**src/rtl/reg_file_pkg.sv**
```systemverilog
// Shared types and default sizing for the general-purpose register bank.
// The CPU top uses the same WIDTH/DEPTH constants so decode and writeback agree.
package reg_file_pkg;

    // Default geometry of the CPU register bank.
    localparam int REG_FILE_WIDTH = 32;
    localparam int REG_FILE_DEPTH = 32;

    // Zero-sweep controller states: SWEEP after reset or clear, IDLE otherwise.
    typedef enum logic {
        SWEEP = 1'b0,
        IDLE  = 1'b1
    } sweep_state_t;

endpackage : reg_file_pkg

```
**src/rtl/reg_file_sweep_ctrl.sv**
```systemverilog
// Zero-sweep controller for reg_file. After reset, or on a clear request while
// idle, it walks ptr from 0 to DEPTH-1 and writes zero to one entry per cycle.
// busy stays high for exactly DEPTH cycles. A clear seen during a sweep is
// ignored, so the sweep carries on from the current pointer.
module reg_file_sweep_ctrl
    import reg_file_pkg::*;
#(
    parameter int DEPTH  = REG_FILE_DEPTH,
    parameter int ADDR_W = $clog2(DEPTH)
) (
    input  logic              clk,
    input  logic              reset,
    input  logic              clear,
    output logic              busy,
    output logic              sweep_we,
    output logic [ADDR_W-1:0] sweep_addr
);

    localparam logic [ADDR_W-1:0] LAST_ADDR = ADDR_W'(DEPTH - 1);

    sweep_state_t      state;
    sweep_state_t      state_nxt;
    logic [ADDR_W-1:0] ptr;
    logic [ADDR_W-1:0] ptr_nxt;

    // State and pointer register; reset puts the bank back into a fresh sweep.
    always_ff @(posedge clk or negedge reset) begin
        // NOTE: clocked state uses <= so every register samples pre-edge values.
        if (!reset) begin
            state <= SWEEP;
            ptr   <= '0;
        end else begin
            state <= state_nxt;
            ptr   <= ptr_nxt;
        end
    end

    // Next-state and output decode.
    always_comb begin
        // NOTE: default every output first so no path leaves a value held (no latch).
        state_nxt = state;
        ptr_nxt   = ptr;
        busy      = 1'b0;
        sweep_we  = 1'b0;
        unique case (state)
            SWEEP: begin
                busy     = 1'b1;
                sweep_we = 1'b1;
                if (ptr == LAST_ADDR) begin
                    state_nxt = IDLE;
                    ptr_nxt   = '0;
                end else begin
                    ptr_nxt = ptr + ADDR_W'(1);
                end
            end
            IDLE: begin
                if (clear) begin
                    state_nxt = SWEEP;
                    ptr_nxt   = '0;
                end
            end
            default: begin
                state_nxt = SWEEP;
                ptr_nxt   = '0;
            end
        endcase
    end

    assign sweep_addr = ptr;

endmodule : reg_file_sweep_ctrl

```
**src/rtl/reg_file.sv**
```systemverilog
// General-purpose register bank: one write port, two combinational read ports,
// optional hardwired-zero entry 0, and a zero sweep after reset or clear.
// Optional feature macro: REG_FILE_BYPASS_EN enables write-first forwarding,
// so a write accepted this cycle appears on a matching read port at once.
module reg_file
    import reg_file_pkg::*;
#(
    parameter int WIDTH   = REG_FILE_WIDTH,
    parameter int DEPTH   = REG_FILE_DEPTH,
    parameter int ADDR_W  = $clog2(DEPTH),
    parameter int R0_ZERO = 1
) (
    input  logic              clk,
    input  logic              reset,
    input  logic              we,
    input  logic [ADDR_W-1:0] waddr,
    input  logic [WIDTH-1:0]  wdata,
    input  logic              clear,
    input  logic [ADDR_W-1:0] raddr_a,
    output logic [WIDTH-1:0]  rdata_a,
    input  logic [ADDR_W-1:0] raddr_b,
    output logic [WIDTH-1:0]  rdata_b,
    output logic              busy
);

    logic [WIDTH-1:0]  mem [DEPTH];
    logic              sweep_we;
    logic [ADDR_W-1:0] sweep_addr;
    logic              port_we;

    reg_file_sweep_ctrl #(
        .DEPTH  (DEPTH),
        .ADDR_W (ADDR_W)
    ) u_sweep_ctrl (
        .clk        (clk),
        .reset      (reset),
        .clear      (clear),
        .busy       (busy),
        .sweep_we   (sweep_we),
        .sweep_addr (sweep_addr)
    );

    // An address is usable when it names a real entry and is not the
    // hardwired-zero entry.
    function automatic logic addr_usable(input logic [ADDR_W-1:0] a);
        return (int'(a) < DEPTH) && !((R0_ZERO != 0) && (a == '0));
    endfunction

    // Read one port: zero while sweeping or for unusable addresses, stored data
    // otherwise, and the incoming write data when forwarding is built in.
    function automatic logic [WIDTH-1:0] read_port(input logic [ADDR_W-1:0] a);
        logic [WIDTH-1:0] v;
        v = '0;
        if (!busy && addr_usable(a)) begin
            v = mem[a];
        end
`ifdef REG_FILE_BYPASS_EN
        if (port_we && (a == waddr)) begin
            v = wdata;
        end
`endif
        return v;
    endfunction

    // A port write lands only when idle, not overridden by clear, and addressed
    // at a usable entry.
    assign port_we = we && !clear && !busy && addr_usable(waddr);

    // Array write: the sweep owns the write port while busy.
    always_ff @(posedge clk) begin
        // NOTE: the array has no reset; the sweep zeroes it after reset instead.
        if (sweep_we) begin
            mem[sweep_addr] <= '0;
        end else if (port_we) begin
            mem[waddr] <= wdata;
        end
    end

    // Read port A.
    always_comb begin
        rdata_a = read_port(raddr_a);
    end

    // Read port B.
    always_comb begin
        rdata_b = read_port(raddr_b);
    end

endmodule : reg_file

```
**config.mk**
```make
export PLATFORM = sky130hd
export DESIGN_NAME = reg_file
export DESIGN_NICKNAME = d
export VERILOG_FILES = /design/src/rtl/reg_file_pkg.sv /design/src/rtl/reg_file_sweep_ctrl.sv /design/src/rtl/reg_file.sv
export SDC_FILE = /design/constraint.sdc
export NUM_CORES = 1
export LEC_CHECK = 0
export CORE_MARGIN = 1.5
export CORE_UTILIZATION = 50
export CTS_BUF_LIST = sky130_fd_sc_hd__clkbuf_4
export DETAILED_ROUTE_END_ITERATION = 10
export PLACE_DENSITY = 0.73
export SYNTH_ARGS = -nofsm -noshare
export SYNTH_HDL_FRONTEND = slang
export SYNTH_SLANG_ARGS = --single-unit
```
**constraint.sdc**
```tcl
create_clock -name clk -period 10.98 [get_ports clk]
set_input_delay 2.196 -clock clk [delete_from_list [all_inputs] [get_ports clk]]
set_output_delay 2.196 -clock clk [all_outputs]
set_load 0.05 [all_outputs]
```
# Yosys cells after proc, flatten, opt, wreduce, memory -nomap -nowiden
# Memories as Yosys holds them, arrays and structs flattened.
# Cells that the tools add are included.
# op_classes
add_sub_neg	1
multipliers	0
div_mod_pow	0
magnitude_cmp	0
n_eq_ne	2
shift	0
muxes	15
bitwise	1
reduce_logical	13
# op_table
cell	n
2-to-1 mux 32 bit	3
OR reduction 32 bit	1
logical NOT 5 bit	3
2-to-1 mux 5 bit	3
case mux 5 bit (2 select lines)	1
2-to-1 mux 1 bit	7
adder 5 x 1 -> 5 bit (second input constant)	1
== test 5 bit (second input constant)	1
logical AND 1 bit	5
logical NOT 1 bit	4
!= test 2 bit (second input constant)	1
case mux 1 bit (2 select lines)	1
NOT 1 bit	1
# word_totals
reg_bits	6
latchBits	0
mem_bits_rw	1024
mem_bits_ro	0
inputBits	51
output_inout_bits	65
wordCells	35
memories	1
# memory_table
memory	depth	width	rd	rd_clocked_by_memory_dff	write_ports	line_no	text
mem	32	32	2	0	1	reg_file.sv:26	logic [WIDTH-1:0] mem [DEPTH];

# Logic depth before layout (Yosys ltp)
# Gate-level depths: netlist of the first run.
# depth
word_depth	9
mapped_depth	8
ltp_nobuf	5

# Hierarchy
# Synthesis of the first run repeated with hierarchy kept, for this count alone.
# hier_totals
cells_unflattened	2366
hier_area_um2	47850.9
# by_module_without_submodules
module	instances	cells_per_inst	area_each_um2	seq_area_each_um2
reg_file	1	2340	47551.9	30749.5
reg_file_sweep_ctrl	1	26	299.0	150.1

# Worst setup path after synthesis of the first run
# OpenSTA, ideal clock, no wires.
# synth_timing
path_type	input-to-reg
from	input waddr[4]
to	memory mem[19][0] in the netlist's numbering (enable)
setup_ns	0.501
arrival_ns	6.098
required_time_ns	10.479
path_slack_ns	4.381
stages	4
path_buffers	0
path_cell_list	nor3_2 > a21oi_1 > o31a_1 > nor4_1
# synth_via
elab_chain_cells	8
elab_cells_between_ends	9
cone_classes	5 x mux; 4 x reduce/logical
# synth_lines
item	line_no	text
start: declaration	reg_file.sv:16	input logic [ADDR_W-1:0] waddr,
logical NOT 5 bit	reg_file.sv:46	return (int'(a) < DEPTH) && !((R0_ZERO != 0) && (a == '0));
logical NOT 1 bit	reg_file.sv:46	
logical AND 1 bit	reg_file.sv:67	assign port_we = we && !clear && !busy && addr_usable(waddr);
2-to-1 mux 1 bit	reg_file.sv:74	end else if (port_we) begin
2-to-1 mux 1 bit	reg_file.sv:72	if (sweep_we) begin
2-to-1 mux 1 bit (not written as such)	reg_file.sv:75	mem[waddr] <= wdata;
OR reduction 32 bit (no line)	-	
2-to-1 mux 5 bit (no line) or 2-to-1 mux 1 bit (tied branches)	-	
end: declaration	reg_file.sv:26	
# Parallel ways exist; a longest one is shown, timed or not.

# Worst setup path after layout of the first run
# layout_timing
from	input raddr_a[1]
to	output rdata_a[8]
# layout_via
elab_chain_cells	4
elab_cells_between_ends	5
cone_classes	1 x mux; 3 x reduce/logical; 1 x memory
# layout_lines
item	line_no	text
start: declaration	reg_file.sv:19	input logic [ADDR_W-1:0] raddr_a,
branches (longest 3 deep; another with memory read (32 x 32 bit))	-	
2-to-1 mux 32 bit *	reg_file.sv:54	if (!busy && addr_usable(a)) begin
end: declaration	reg_file.sv:20	output logic [WIDTH-1:0] rdata_a,
# Every way passes the cells marked *.

==> results of run 1 <==
cell usage after synthesis, drive strengths merged (3+ instances only):
| master | number | area (um^2) |
|---|---|---|
| nor2b | 8 | 50.1 |
| edfxtp | 1024 | 30700 |
| nor2 | 21 | 83.8 |
| mux2i | 518 | 5180 |
| mux4 | 253 | 5700 |
| a31oi | 42 | 263 |
| dfrtp | 6 | 150 |
| and4b | 3 | 30.0 |
| inv | 4 | 15.0 |
| nor3b | 3 | 32.5 |
| and2 | 40 | 250 |
| o21ai | 4 | 20.0 |
| nor4 | 6 | 37.5 |
| a22oi | 264 | 1990 |
| nand2 | 71 | 267 |
| nand3 | 130 | 651 |
| nand4 | 65 | 407 |
| nor3 | 23 | 150 |
| a22o | 33 | 289 |
| and3 | 34 | 213 |
| buf | 147 | 1010 |
| a21oi | 58 | 294 |
| clkbuf | 87 | 327 |
power by group:
part | internal (mW) | leakage, nW | switching, mW
sequential | 4.73 | 9.76 | 0.171
clock | 1.50 | 1.76 | 1.52
combinational | 0.513 | 7.32 | 1.06
total | 6.74 | 18.8 | 2.75
stage by stage:
stage          util (%)  setup slack, ns  std cells  hold WS [ns]
6_report           56.4             2.65       4515         0.658
3_5_place_dp       53.3             2.76       4097         0.634
3_3_place_gp       53.3             2.83       4097         0.626
2_1_floorplan         -             4.38       2868         0.578
5_1_grt            56.4             2.52       4513         0.700
4_1_cts            56.4             2.74       4511         0.668
metal layers:
| metal | vias up | wire length (um) | GRT usage [%] |
|---|---|---|---|
| met5 | - | 25 | 0 |
| met4 | 4 | 8500 | 15.8 |
| met3 | 554 | 22400 | 8.78 |
| met2 | 2726 | 72500 | 49.5 |
| met1 | 16100 | 52200 | 40.5 |
| li1 | 12500 | - | - |
cell type report:
class,count,area [um^2]
antenna,4,10.0
clock buffer,323,2420
clock inverter,91,541
fill,7177,41600
inverter,4,15.0
multi-input combinational,1600,16500
sequential,1030,30900
tap,1265,1580
timing repair buffer,198,1840
cells in the final DEF (no fill, tap or decap), drive strengths merged, types with 2 or more instances in the layout:
cell | Yosys | final
nor3 | 23 | 23
clkbuf | 87 | 324
and4b | 3 | 3
edfxtp | 1024 | 1024
a22oi | 264 | 264
a32oi | 2 | 2
nor4 | 6 | 6
nand2 | 71 | 71
and3 | 34 | 34
nor3b | 3 | 3
mux4 | 253 | 253
clkinv | 0 | 79
o2bb2ai | 2 | 2
clkdlybuf4s50 | 0 | 109
a21oi | 58 | 58
buf | 147 | 88
diode | 0 | 4
nor4b | 2 | 2
o31a | 2 | 2
nor2b | 8 | 8
o21ai | 4 | 4
a211oi | 2 | 2
and2 | 40 | 40
bufinv | 0 | 6
a22o | 33 | 33
a31oi | 42 | 42
ha | 2 | 2
dfrtp | 6 | 6
mux2i | 518 | 518
nor4bb | 2 | 2
nor2 | 21 | 21
nand4 | 65 | 65
inv | 4 | 9
nand3 | 130 | 130
state kept, by name, summed over array words and instances (netlist names):
name                     count
u_sweep_ctrl.sweep_addr      5
mem                       1024
u_sweep_ctrl.state           1
worst max-delay path: cells and delay by family:
kind,cells,cell delay [ns]
muxes,1,0.59
and+or+nand+nor,1,0.46
AOI/OAI and AO/OA,2,0.58
buffers and inverters,3,2.23
logic make-up after synthesis:
kind of cell | synth area share (%)
buf+inv | 2.79
xor+xnor | 0.0362
compound gates | 6.17
fa+ha+maj | 0.0517
mux | 22.5
flops | 63.8
simple gates | 4.64
worst paths after layout:
kind,to,from
worst max-delay path,rdata_a[8],raddr_a[1]
worst min-delay path,u_sweep_ctrl.sweep_addr[0],u_sweep_ctrl.sweep_addr[0]
worst max register to register,mem[17][22],u_sweep_ctrl.state
worst min register to register,u_sweep_ctrl.sweep_addr[0],u_sweep_ctrl.sweep_addr[0]
max in group asynchronous,u_sweep_ctrl.sweep_addr[2],reset
min in group asynchronous,u_sweep_ctrl.state,reset
==> results.cfg, run 1 <==
[placement]
io_buffers = 115
gp_congestion = 0.883
dp_hpwl_um = 88100
place_area_mm2 = 0.0509

[critical_path]
cp.arrival_ns = 6.14
path_class = input port to primary output
critPathCaptureType = primary output
r2r_cells = 6
cp.required_ns = 8.78
crit_path_max_fanout = 84
startpoint_type = input port
crit_chain = buf_8, buf_4, mux4_2, a22o_1, a31oi_1, nand4_1, clkdlybuf4s50_1
rrSetupSlack_ns = 6.81
cpPeakStageDelay_ns = 0.85
cp_slowest_cell = clkdlybuf4s50_1

[final_layout]
syn_to_final_growth_pct = 11.2
fin_area_mm2 = 0.0538
fin_nets = 3125
drive_gt1_share_pct = 23.5

[route]
first_iter_violations = 4424
drc_errors = 0
wl_per_cell_um = 34.5
postRouteAntennaNets = 0
totalWireLength_um = 156000
via_per_inst = 7.06
vias = 31900
first_pass_iters = 6

[global_routing]
antenna_found_initial = 7
grt-ovfl-total = 0
grt_max_degree = 118
grt.total_usage_pct = 31.5
grt_pass1_wl_um = 222000
grt_pass1_vias = 32000

[sta]
min_period_over_period_pct = 75.9
rsz0062_at_grt = no
fin_crit_ns = 8.33
fmax_mhz = 120
finalHoldViolCount = 0
finClkSkew_ns = 0.0415
setup_viol = 0
slew-limit-headroom_pct = 18.5
worstMarginPinSlew_ns = 1.21
slew_violations = 0
fin_setup_tns_ns = 0

[clocking]
root_buffer = clkbuf_4
clock_path_buffers = 3
post_cts_buffers = 0
clock_latency_ns = 1.11
cts_made_buffers = 238
cts_tree = built
h-tree-depth = 4
cts.clk_slew.worst_paths_ns = 0.07
cts_hold_buffers = 0
post_cts_resized = 0
cts.sinks = 1030

[synth]
synthCells = 2868
async_flop_share_pct = 0.583
synth_ff_type = edfxtp_1
synth_seq_cells = 1030
postSynthAreaPerCell_um2 = 16.9
synth_edf_count = 1024
syn_nets = 2921
synth_area_mm2 = 0.0484
ys_warn_count = 0
yosysUniqueCellTypes = 53
seq_area_frac_synth_pct = 63.8

[min_path]
hold_depth = 1
hold_class = flop to flop

[floorplanning]
die_w_um = 314
fp.dieH_um = 314
initial_utilization_pct = 50.7
rows = 113
fp.dieArea_mm2 = 0.0987
pin_count = 116
core_area_mm2 = 0.0954

[power_and_ir_drop]
p_leak_nw = 18.8
power_density_mw_per_mm2 = 176
ir_worst_vdd_v = 0.000104
power_mw = 9.49

[flow_run]
maxCapViolations = 0

[outcome]
status = completed
Note: power is estimated with default switching activity, not from simulation.
==> run 2, diff against run 1 <==
PLACE_DENSITY = 0.75   (was 0.73)
clock period = 6.8 ns   (was 10.98 ns; I/O delays follow)
==> run 2 against run 1 <==
Against the previous run:
- first-iteration DRC count down 9.7%
- largest power group unchanged
- clock power up 66%
- count of clock-buffer cells in the layout up 24
- critical path depth down 1
- via count up 0.62%
- critical endpoint unchanged
- sequential power up 61%
- cell area up 0.50%
- die area unchanged
==> results.cfg, run 2 (synthesis results as in run 1) <==
[route]
first_pass_iters = 6
drc_errors = 0
wl_per_cell_um = 34.0
totalWireLength_um = 155000
postRouteAntennaNets = 0
via_per_inst = 7.02
first_iter_violations = 3993
vias = 32100

[final_layout]
utilization_pct = 56.7
largest_reg_flops = 1024
syn_to_final_growth_pct = 11.8
seq_area_mm2 = 0.0309
drive_gt1_share_pct = 26.4
final_cells = 4564
fin_nets = 3151
layout_common_cells = edfxtp_1 (1024), mux2i_1 (518), clkbuf_4 (347), a22oi_1 (263), mux4_2 (253)
fin_area_mm2 = 0.0541
max_flop_register = mem
multi_input_area_mm2 = 0.0165
fillers = 7223
layout_commonest_cell = edfxtp_1

[clocking]
cts_made_buffers = 240
clock_latency_ns = 1.11
cts.clk_slew.worst_paths_ns = 0.07
h-tree-depth = 4
post_cts_resized = 0
clock_path_buffers = 3
cts.sinks = 1030
root_buffer = clkbuf_4
cts_tree = built
cts_hold_buffers = 0
post_cts_buffers = 0

[power_and_ir_drop]
power_mw = 15.5
combinationalPowerShare_pct = 16.5
p_sw_mw = 4.48
power_density_mw_per_mm2 = 286
power.internal_mw = 11.0
clock_power_share_pct = 32.4
p_leak_nw = 19.2
ir_worst_vdd_v = 0.000190
switching_share_pct = 29.0
pwr-share-seq_pct = 51.1

[placement]
io_buffers = 115
gp_congestion = 0.890
dp.cells = 4121
dp_hpwl_um = 89500
place_area_mm2 = 0.0510

[sta]
fin_setup_tns_ns = 0
min_period_over_period_pct = 87.0
fin_crit_ns = 5.91
setup_viol = 0
worstMarginPinSlew_ns = 1.34
rsz0062_at_grt = no
fmax_mhz = 169
finClkSkew_ns = 0.0418
slew_violations = 0
finalHoldViolCount = 0
slew-limit-headroom_pct = 10.5

[critical_path]
rrSetupSlack_ns = 2.61
cp.arrival_ns = 4.55
cp.required_ns = 5.44
path_class = flop to primary output
crit_top_cell = buf_4
critPathCaptureType = primary output
startpoint_type = flop
cp_slowest_cell = dfrtp_1
cpPeakStageDelay_ns = 1.08
crit_chain = nand2_1, nor2_4, buf_4, nand3_1, nand4_1, buf_4
crit_path_max_fanout = 23

[floorplanning]
pin_count = 116
rows = 113
die_w_um = 314
core_area_mm2 = 0.0954
fp.dieH_um = 314
initial_utilization_pct = 50.7
fp.dieArea_mm2 = 0.0987

[global_routing]
grt.total_usage_pct = 31.4
grt_pass1_vias = 32700
grt_pass1_wl_um = 222000
grt-ovfl-total = 0
grt_max_degree = 83
antenna_found_initial = 4

[min_path]
hold_class = input port to asynchronous set/reset pin

[outcome]
status = completed

[flow_run]
maxCapViolations = 0
-- run 2: changes by cell type in the layout (fill, tap and decap cells not counted), sizes merged --
cell	before	now
clkinvlp	1	3
inv	9	7
bufinv	6	5
clkdlybuf4s50	109	50
diode	4	2
buf	88	171
clkinv	79	83
clkbuf	324	348
-- run 2: worst max-delay path: cells and delay by family, from the launching register on --
family                 cells  cell delay (ns)
DFF                        1             1.08
and+or+nand+nor            4             1.52
buffers and inverters      2             0.79
-- run 2: worst paths after layout --
path	from	end	cells past startpoint
setup reg to reg	u_sweep_ctrl.state	mem[1][21]	5
min in group clk	u_sweep_ctrl.sweep_addr[1]	u_sweep_ctrl.sweep_addr[1]	2
setup / recovery	u_sweep_ctrl.state	rdata_a[8]	6
max in group asynchronous	reset	u_sweep_ctrl.sweep_addr[3]	1
hold / removal	reset	u_sweep_ctrl.sweep_addr[0]	1
hold reg to reg	u_sweep_ctrl.sweep_addr[1]	u_sweep_ctrl.sweep_addr[1]	2
-- run 2: per-stage QoR --
step	hold slack [ns]	worst slack, ns
detailed placement	0.648	1.07
global placement	0.621	1.14
global route	0.484	0.901
finish	0.502	0.886
CTS	0.429	1.04
floorplan	0.578	1.04
-- run 2: power groups by stage --
| stage | Combinational [mW] | Clock, mW | Sequential, mW |
|---|---|---|---|
| after floorplan | 1.52 | 0 | 7.93 |
| after global placement | 2.43 | 0 | 7.97 |
| after detailed placement | 2.48 | 0 | 8.04 |
| after CTS | 2.49 | 5.05 | 7.90 |
| after global routing | 2.59 | 5.38 | 7.96 |
| final | 2.55 | 5.02 | 7.91 |
-- run 2: metal layers --
metal	wire (um)	global-route usage (%)
met5	29	0
met4	10100	19.3
met3	20500	8.31
met2	73000	49.5
met1	51700	38.9
-- run 2: layout make-up --
class / count / share of cell area, %
Clock inverter: 94 / 0.980
Multi-Input combinational cell: 1600 / 30.5
Sequential cell: 1030 / 57.1
Antenna cell: 2 / 0.00925
Tap cell: 1265 / 2.93
Inverter: 4 / 0.0277
Timing Repair Buffer: 222 / 3.59
Clock buffer: 347 / 4.81
